--- src/rtl/wb_arbiter_pkg.sv ---
// Shared types and defaults for the write-back arbiter: requester ids,
// the write-back request record and default register-file geometry.
package wb_arbiter_pkg;

  localparam int REG_FILE_BITS_DEF = 5;
  localparam int REG_FILE_SIZE_DEF = 32;
  localparam int REG_SIZE_DEF      = 32;

  // Requester id doubles as the bit position in the request/grant vectors.
  typedef enum logic {
    REQ_ALU = 1'b0,
    REQ_MEM = 1'b1
  } req_id_e;

  typedef struct packed {
    logic                         valid;
    logic [REG_FILE_BITS_DEF-1:0] rd;
    logic [REG_SIZE_DEF-1:0]      data;
  } wb_req_t;

  function automatic req_id_e other_req(input req_id_e id);
    return (id == REQ_ALU) ? REQ_MEM : REQ_ALU;
  endfunction

endpackage : wb_arbiter_pkg

--- src/rtl/wb_arbiter_rr_arb2.sv ---
// Two-requester round-robin arbiter: a lone request wins immediately, ties go
// to the priority register, which then points at the loser of the last grant.
module rr_arb2
  import wb_arbiter_pkg::*;
(
  input  logic       clk,
  input  logic       rst_n,
  input  logic [1:0] req_i,
  output logic [1:0] gnt_o
);

  req_id_e prio_q, prio_d;

  // NOTE: every signal assigned here gets a default first, so no path through
  // the block leaves it unassigned and no latch is inferred.
  always_comb begin
    gnt_o  = 2'b00;
    prio_d = prio_q;
    // Grants are forced off while reset is held so no requester sees ready.
    if (rst_n) begin
      unique case (req_i)
        2'b01:   gnt_o = 2'b01;
        2'b10:   gnt_o = 2'b10;
        2'b11:   gnt_o = (prio_q == REQ_ALU) ? 2'b01 : 2'b10;
        default: gnt_o = 2'b00;
      endcase
    end
    if (gnt_o[0]) begin
      prio_d = other_req(REQ_ALU);
    end else if (gnt_o[1]) begin
      prio_d = other_req(REQ_MEM);
    end
  end

  // NOTE: state registers use non-blocking assignments so every flop samples
  // the pre-edge value regardless of process evaluation order.
  always_ff @(posedge clk or negedge rst_n) begin
    if (!rst_n) begin
      prio_q <= REQ_ALU;
    end else begin
      prio_q <= prio_d;
    end
  end

endmodule : rr_arb2

--- src/rtl/wb_arbiter.sv ---
// Write-back arbiter between ALU and load unit with a pending-write scoreboard.
// Optional operand forwarding from the write port is enabled by WB_ARBITER_FWD_EN.
module wb_arbiter
  import wb_arbiter_pkg::*;
#(
  parameter int REG_FILE_BITS = REG_FILE_BITS_DEF,
  parameter int REG_FILE_SIZE = REG_FILE_SIZE_DEF,
  parameter int REG_SIZE      = REG_SIZE_DEF
) (
  input  logic                     clk,
  input  logic                     rst_n,

  input  logic                     alu_valid,
  output logic                     alu_ready,
  input  logic [REG_FILE_BITS-1:0] alu_rd,
  input  logic [REG_SIZE-1:0]      alu_data,

  input  logic                     mem_valid,
  output logic                     mem_ready,
  input  logic [REG_FILE_BITS-1:0] mem_rd,
  input  logic [REG_SIZE-1:0]      mem_data,

  input  logic                     iss_valid,
  input  logic [REG_FILE_BITS-1:0] iss_rd,

  input  logic [REG_FILE_BITS-1:0] rs1,
  input  logic [REG_FILE_BITS-1:0] rs2,
  output logic                     haz1,
  output logic                     haz2,
`ifdef WB_ARBITER_FWD_EN
  output logic                     fwd1_valid,
  output logic [REG_SIZE-1:0]      fwd1_data,
  output logic                     fwd2_valid,
  output logic [REG_SIZE-1:0]      fwd2_data,
`endif
  output logic                     wb_we,
  output logic [REG_FILE_BITS-1:0] wb_num,
  output logic [REG_SIZE-1:0]      wb_value
);

  logic [1:0] gnt;

  rr_arb2 u_rr_arb2 (
    .clk   (clk),
    .rst_n (rst_n),
    .req_i ({mem_valid, alu_valid}),
    .gnt_o (gnt)
  );

  assign alu_ready = gnt[REQ_ALU];
  assign mem_ready = gnt[REQ_MEM];

  // Write port stage: the winner's rd/data are registered; x0 is accepted but dropped.
  logic                     wb_we_q,    wb_we_d;
  logic [REG_FILE_BITS-1:0] wb_num_q,   wb_num_d;
  logic [REG_SIZE-1:0]      wb_value_q, wb_value_d;

  always_comb begin
    wb_we_d    = 1'b0;
    wb_num_d   = wb_num_q;
    wb_value_d = wb_value_q;
    if (gnt[REQ_ALU]) begin
      wb_we_d    = (alu_rd != '0);
      wb_num_d   = alu_rd;
      wb_value_d = alu_data;
    end else if (gnt[REQ_MEM]) begin
      wb_we_d    = (mem_rd != '0);
      wb_num_d   = mem_rd;
      wb_value_d = mem_data;
    end
  end

  always_ff @(posedge clk or negedge rst_n) begin
    if (!rst_n) begin
      wb_we_q    <= 1'b0;
      wb_num_q   <= '0;
      wb_value_q <= '0;
    end else begin
      wb_we_q    <= wb_we_d;
      wb_num_q   <= wb_num_d;
      wb_value_q <= wb_value_d;
    end
  end

  assign wb_we    = wb_we_q;
  assign wb_num   = wb_num_q;
  assign wb_value = wb_value_q;

  // Scoreboard: clear on retiring write first, then set from issue so set wins.
  logic [REG_FILE_SIZE-1:0] busy_q, busy_d;

  always_comb begin
    busy_d = busy_q;
    if (wb_we_q) begin
      busy_d[wb_num_q] = 1'b0;
    end
    if (iss_valid && (iss_rd != '0)) begin
      busy_d[iss_rd] = 1'b1;
    end
  end

  // NOTE: the busy array is a handful of flops, not a RAM, so it is reset
  // like any other state; a reset must leave no stale pending writes.
  always_ff @(posedge clk or negedge rst_n) begin
    if (!rst_n) begin
      busy_q <= '0;
    end else begin
      busy_q <= busy_d;
    end
  end

  logic busy1, busy2;
  assign busy1 = (rs1 != '0) && busy_q[rs1];
  assign busy2 = (rs2 != '0) && busy_q[rs2];

`ifdef WB_ARBITER_FWD_EN
  assign fwd1_valid = wb_we_q && (wb_num_q == rs1) && (rs1 != '0);
  assign fwd2_valid = wb_we_q && (wb_num_q == rs2) && (rs2 != '0);
  assign fwd1_data  = wb_value_q;
  assign fwd2_data  = wb_value_q;
  assign haz1       = busy1 && !fwd1_valid;
  assign haz2       = busy2 && !fwd2_valid;
`else
  assign haz1 = busy1;
  assign haz2 = busy2;
`endif

endmodule : wb_arbiter

--- config.mk ---
export PLATFORM = sky130hd
export DESIGN_NAME = wb_arbiter
export DESIGN_NICKNAME = d
export VERILOG_FILES = /design/src/rtl/wb_arbiter_pkg.sv /design/src/rtl/wb_arbiter_rr_arb2.sv /design/src/rtl/wb_arbiter.sv
export SDC_FILE = /design/constraint.sdc
export NUM_CORES = 1
export LEC_CHECK = 0
export ABC_AREA = 1
export BUFFER_PORTS_ARGS = -buffer_cell sky130_fd_sc_hd__buf_4
export CORE_ASPECT_RATIO = 1.4
export CORE_UTILIZATION = 51
export DETAILED_ROUTE_END_ITERATION = 7
export HOLD_SLACK_MARGIN = 0.03
export PLACE_DENSITY_LB_ADDON = 0.3
export SYNTH_ARGS = -nofsm -noshare
export SYNTH_HDL_FRONTEND = slang
export SYNTH_SLANG_ARGS = --single-unit
--- constraint.sdc ---
create_clock -name clk -period 1.36 [get_ports clk]
set_input_delay 0.272 -clock clk [delete_from_list [all_inputs] [get_ports clk]]
set_output_delay 0.272 -clock clk [all_outputs]
set_load 0.01 [all_outputs]
==> After elaboration in Yosys (flattened, before gate mapping) <==
Cells that the tools add are included.
{ "word_totals": {"elab_cells": 49, "input_bits": 94, "out_inout_bits": 42, "regBits": 71} }
{ "op_classes": {"bitwise": 3, "muxes": 21, "magnitude_cmp": 6, "n_eq_ne": 3, "reduce_logical": 11} }
{ "op_table": {"columns": ["operator", "n"], "rows": [
  ["32-bit 2-to-1 mux", 4],
  ["32-bit AND", 1],
  ["32-bit NOT", 1],
  ["32-bit bitwise OR", 1],
  ["5-bit nonzero test", 5],
  ["5-bit by 6-bit < comparator with 1-bit output, second input constant", 4],
  ["1-bit binary-select mux with 5-bit select", 2],
  ["1-bit demux with 5-bit select", 2],
  ["5-bit by 1-bit >= comparator with 1-bit output, second input constant", 2],
  ["5-bit 2-to-1 mux", 2],
  ["1-bit 2-to-1 mux", 8],
  ["2-bit case mux with 3 select lines", 1],
  ["1-bit logical AND", 5],
  ["2-bit equality test, second input constant", 2],
  ["2-bit 2-to-1 mux", 2],
  ["2-bit by 1-bit equality test with 1-bit output, second input constant", 1],
  ["2-bit nonzero test", 1]
]} }

==> Depth between registers and ports, before layout <==
{ "depth": {"depth_word": 9, "mapped_depth": 12, "ltp_nobuf": 10} }

==> By module <==
A second synthesis with hierarchy kept.
{ "unflattened": {"hier_cells": 549, "hier_area_um2": 3917.5} }
{ "modules_own_cells": {"columns": ["mod", "area_each_um2", "instances", "cells_per_inst"], "rows": [
  ["wb_arbiter", 3846.2, 1, 537],
  ["rr_arb2", 71.3, 1, 12]
]} }

==> Least setup slack after synthesis <==
No wires, ideal clock.
{ "synth_timing": {"path_type": "input -> output", "startpoint": "input rs2[0]", "endpoint": "output haz2", "path_buffers": 2, "slack_ns": 0.073, "stages": 11, "arrival_ns": 1.015, "cell_sequence": "buf_6 buf_6 nand2_1 nand3_1 nand2_1 nand2_1 nand2_1 clkinv_1 nand2_1 nand2_1 nand2_1"} }
{ "synth_via": {"elab_chain_len": 3, "elab_cells_between_ends": 4, "cone_classes": "2 x mux; 2 x reduce/logical"} }
{ "synth_rtl": {"columns": ["item", "line", "text"], "rows": [
  ["start, declared", "wb_arbiter.sv:27", "input logic [REG_FILE_BITS-1:0] rs2,"],
  ["1-bit binary-select mux with 5-bit select", "wb_arbiter.sv:114", "assign busy2 = (rs2 != '0) && busy_q[rs2];"],
  ["1-bit 2-to-1 mux (not written as such)", "wb_arbiter.sv:114", null],
  ["1-bit logical AND *", "wb_arbiter.sv:114", null],
  ["end, declared", "wb_arbiter.sv:29", "output logic haz2,"]
]} }
Mark *: on every way between the ends. The rest lies on a longest branch, timed or not. The select of a mux whose other input is x is not followed.

==> Worst setup path after layout <==
{ "layout_timing": {"startpoint": "register busy_q[1]", "endpoint": "output haz2"} }
{ "layout_via": {"elab_chain_len": 3} }
{ "layout_rtl": {"columns": ["item", "line", "text"], "rows": [
  ["start, declared", "wb_arbiter.sv:90", "logic [REG_FILE_SIZE-1:0] busy_q, busy_d;"],
  ["start signal, assigned", "wb_arbiter.sv:108", "busy_q <= busy_d;"],
  ["1-bit binary-select mux with 5-bit select", "wb_arbiter.sv:114", null],
  ["1-bit 2-to-1 mux (not written as such)", "wb_arbiter.sv:114", null],
  ["1-bit logical AND", "wb_arbiter.sv:114", null]
]} }
No other way between the ends. The select of a mux whose other input is x is not followed.

==> impl_metrics.json <==
{
  "drt_iter0_drc": 254,
  "drv_slew": 0,
  "cp_max_fo": 2,
  "critPathLaunch": "busy_q[1]",
  "worstSetupPathType": "reg2out",
  "avgSynthCellArea_um2": 7.09,
  "die_w_um": 76.7,
  "start_util_pct": 53.4,
  "synth.area.top_cells": "dfrtp_1 (45%), nand2_1 (18%), nand3_1 (16%)",
  "dp_cells": 795,
  "area_delta_synth_final_pct": 39.3,
  "rows": 37,
  "cap_violations": 0,
  "num-nets-final": 813,
  "core-area_um2": 7450,
  "synth_common_cells": "nand2_1 (186), nand3_1 (124), dfrtp_1 (71)",
  "ant_nets": 0,
  "critical_path_arrival_ps": 1450,
  "synth_seq_cells": 71,
  "gp_congestion": 0.917,
  "p_leak_nw": 2.83,
  "hp-class": "in2async",
  "min_period_ps": 1720,
  "layout.cells.non_filler": 821,
  "startpoint_type": "register",
  "required_ps": 1090,
  "synth-edff-count": 0,
  "vdd_drop_max_mv": 1.17,
  "drt-total-wl_um": 12500,
  "cp-end-kind": "output port",
  "dieArea_um2": 8170,
  "via_per_inst": 5.52,
  "syn_area_um2": 3980,
  "worstSkewPairLatency_ps": 350,
  "dp_slack_ps": -155,
  "avgRoutedWirePerCell_um": 15.2,
  "dpl.hpwl_um": 9570,
  "grt_pass1_vias": 4560,
  "grt_max_degree": 49,
  "drive_gt1_share_pct": 29.6,
  "status": "finished, violations left",
  "fin_worst_skew_ps": 7.43,
  "grt_remaining_overflow": 0,
  "cts_max_path_buffers": 2,
  "powerDensity_nw_per_um2": 1340,
  "netlist_instances": 562,
  "diodes": 0,
  "power_w": 0.00744,
  "setup_tns_ps": -767,
  "synth_top_area_cell": "dfrtp_1",
  "synth_top_area_share_pct": 44.6,
  "async_reset_ff_share_pct": 100,
  "fin_ws_ps": -364,
  "drt_first_pass_iters": 5,
  "numCtsBuffers": 9,
  "cts_root_buffer": "clkbuf_8",
  "grt_util_all_layers_pct": 32.3,
  "grt_first_pass_wirelength_um": 20600,
  "vias": 4536,
  "fill_cells": 573,
  "portBuffers": 135,
  "drc": 0,
  "ioPinCount": 136,
  "period_share_pct": 127,
  "cts_max_level": 3,
  "cts_tree": "built",
  "yosysUniqueCellTypes": 22,
  "post_dp_cell_area_um2": 5230,
  "setup_violations": 4,
  "violations": "negative setup slack",
  "yosysWarnings": 0,
  "path_clk_slew_ps": 70,
  "worstMarginPinSlew_ps": 599,
  "yosysMostFrequentCell": "nand2_1",
  "syn_nets": 656,
  "antenna_found_initial": 0,
  "synth_top_flop_cell": "dfrtp_1",
  "die_height_um": 107,
  "r2r_start": "u_rr_arb2.prio_q",
  "rsz0062_at_grt": "yes",
  "fmax_mhz": 580,
  "hold_violations": 0,
  "cts_sinks": 71,
  "final_cell_area_um2": 5550,
  "ys_seq_area_share_pct": 44.6,
  "maxSlewHeadroom_pct": 60.1
}
layout by cell type (no fill, tap or decap), types with 7 or more instances in the layout:
| cell | synthesis | layout |
|---|---|---|
| nand2_1 | 186 | 179 |
| buf_4 | 2 | 155 |
| nand3_1 | 124 | 118 |
| dfrtp_1 | 71 | 71 |
| o21ai_0 | 62 | 60 |
| inv_1 | 61 | 47 |
| inv_2 | 4 | 17 |
| nor2_1 | 9 | 9 |
| clkbuf_8 | 0 | 9 |
| nor3_1 | 8 | 8 |
| nand2_2 | 0 | 7 |
| buf_12 | 0 | 7 |
what timing repair did:
action / CTS / global route
pin swaps: 6 / 9
hold buffers: 1 / 0
resized for setup: 17 / 24
endpoints found under the setup margin: 4 / 49
setup buffers: 7 / 3
endpoints found under the hold margin: 23 / 0
critical path, cell delays in order (launching register included):
cell	delay [ps]
dfrtp_1	400
inv_1	80
nand2_1	50
nand3_1	90
nand2_2	60
nand2_1	60
nand2_1	60
inv_2	50
nand2_2	40
nand2_1	50
nand2_1	60
buf_6	120
layout make-up:
cell class	instances	area (um2)	area share (%)
clock inverter	1	5.00	0.0902
sequential	71	1780	32.0
tap	97	121	2.19
multi-input combinational	400	1850	33.3
inverter	68	268	4.83
timing repair buffer	169	1380	24.9
clock buffer	15	146	2.64
state kept, by name (all words and copies together), names as in the netlist:
name and flops:
wb_num 5, wb_value 32, busy_q 32, wb_we 1, u_rr_arb2.prio_q 1
per-layer routing:
| layer | GRT usage (%) | up-vias | routed length [um] |
|---|---|---|---|
| met4 | 16.8 | 0 | 418 |
| met2 | 57.7 | 221 | 6790 |
| met5 | 0 | - | 0 |
| met1 | 34.3 | 2122 | 4350 |
| li1 | - | 2148 | - |
| met3 | 9.10 | 45 | 948 |
power by group:
part           total [W]  switching (W)  internal [W]
Sequential       0.00319       0.000423       0.00277
Clock            0.00140       0.000737      0.000665
Combinational    0.00284        0.00159       0.00125
Total            0.00744        0.00275       0.00469
metrics by stage:
stage | utilization [%] | hold WS, ps
final | 74.4 | 90.3
after global routing | 74.4 | 128
after CTS | 73.5 | 85.2
after detailed placement | 70.2 | 83.6
after global placement | 70.2 | 83.4
after floorplan | - | -23.6
kinds of logic after synthesis:
group | synth area share, %
compound gates | 9.39
simple gates | 35.6
buf+inv | 10.4
flops | 44.6
worst paths after layout:
kind,depth (start not counted),slack [ps],endpoint
setup / recovery,11,-360,haz2
hold / removal,2,90,wb_value[24]
setup reg to reg,7,50,wb_num[1]
hold reg to reg,2,500,busy_q[0]
max in group asynchronous,3,530,wb_value[7]
min in group clk,3,140,wb_value[31]
Power figures use the tool's default switching activity.
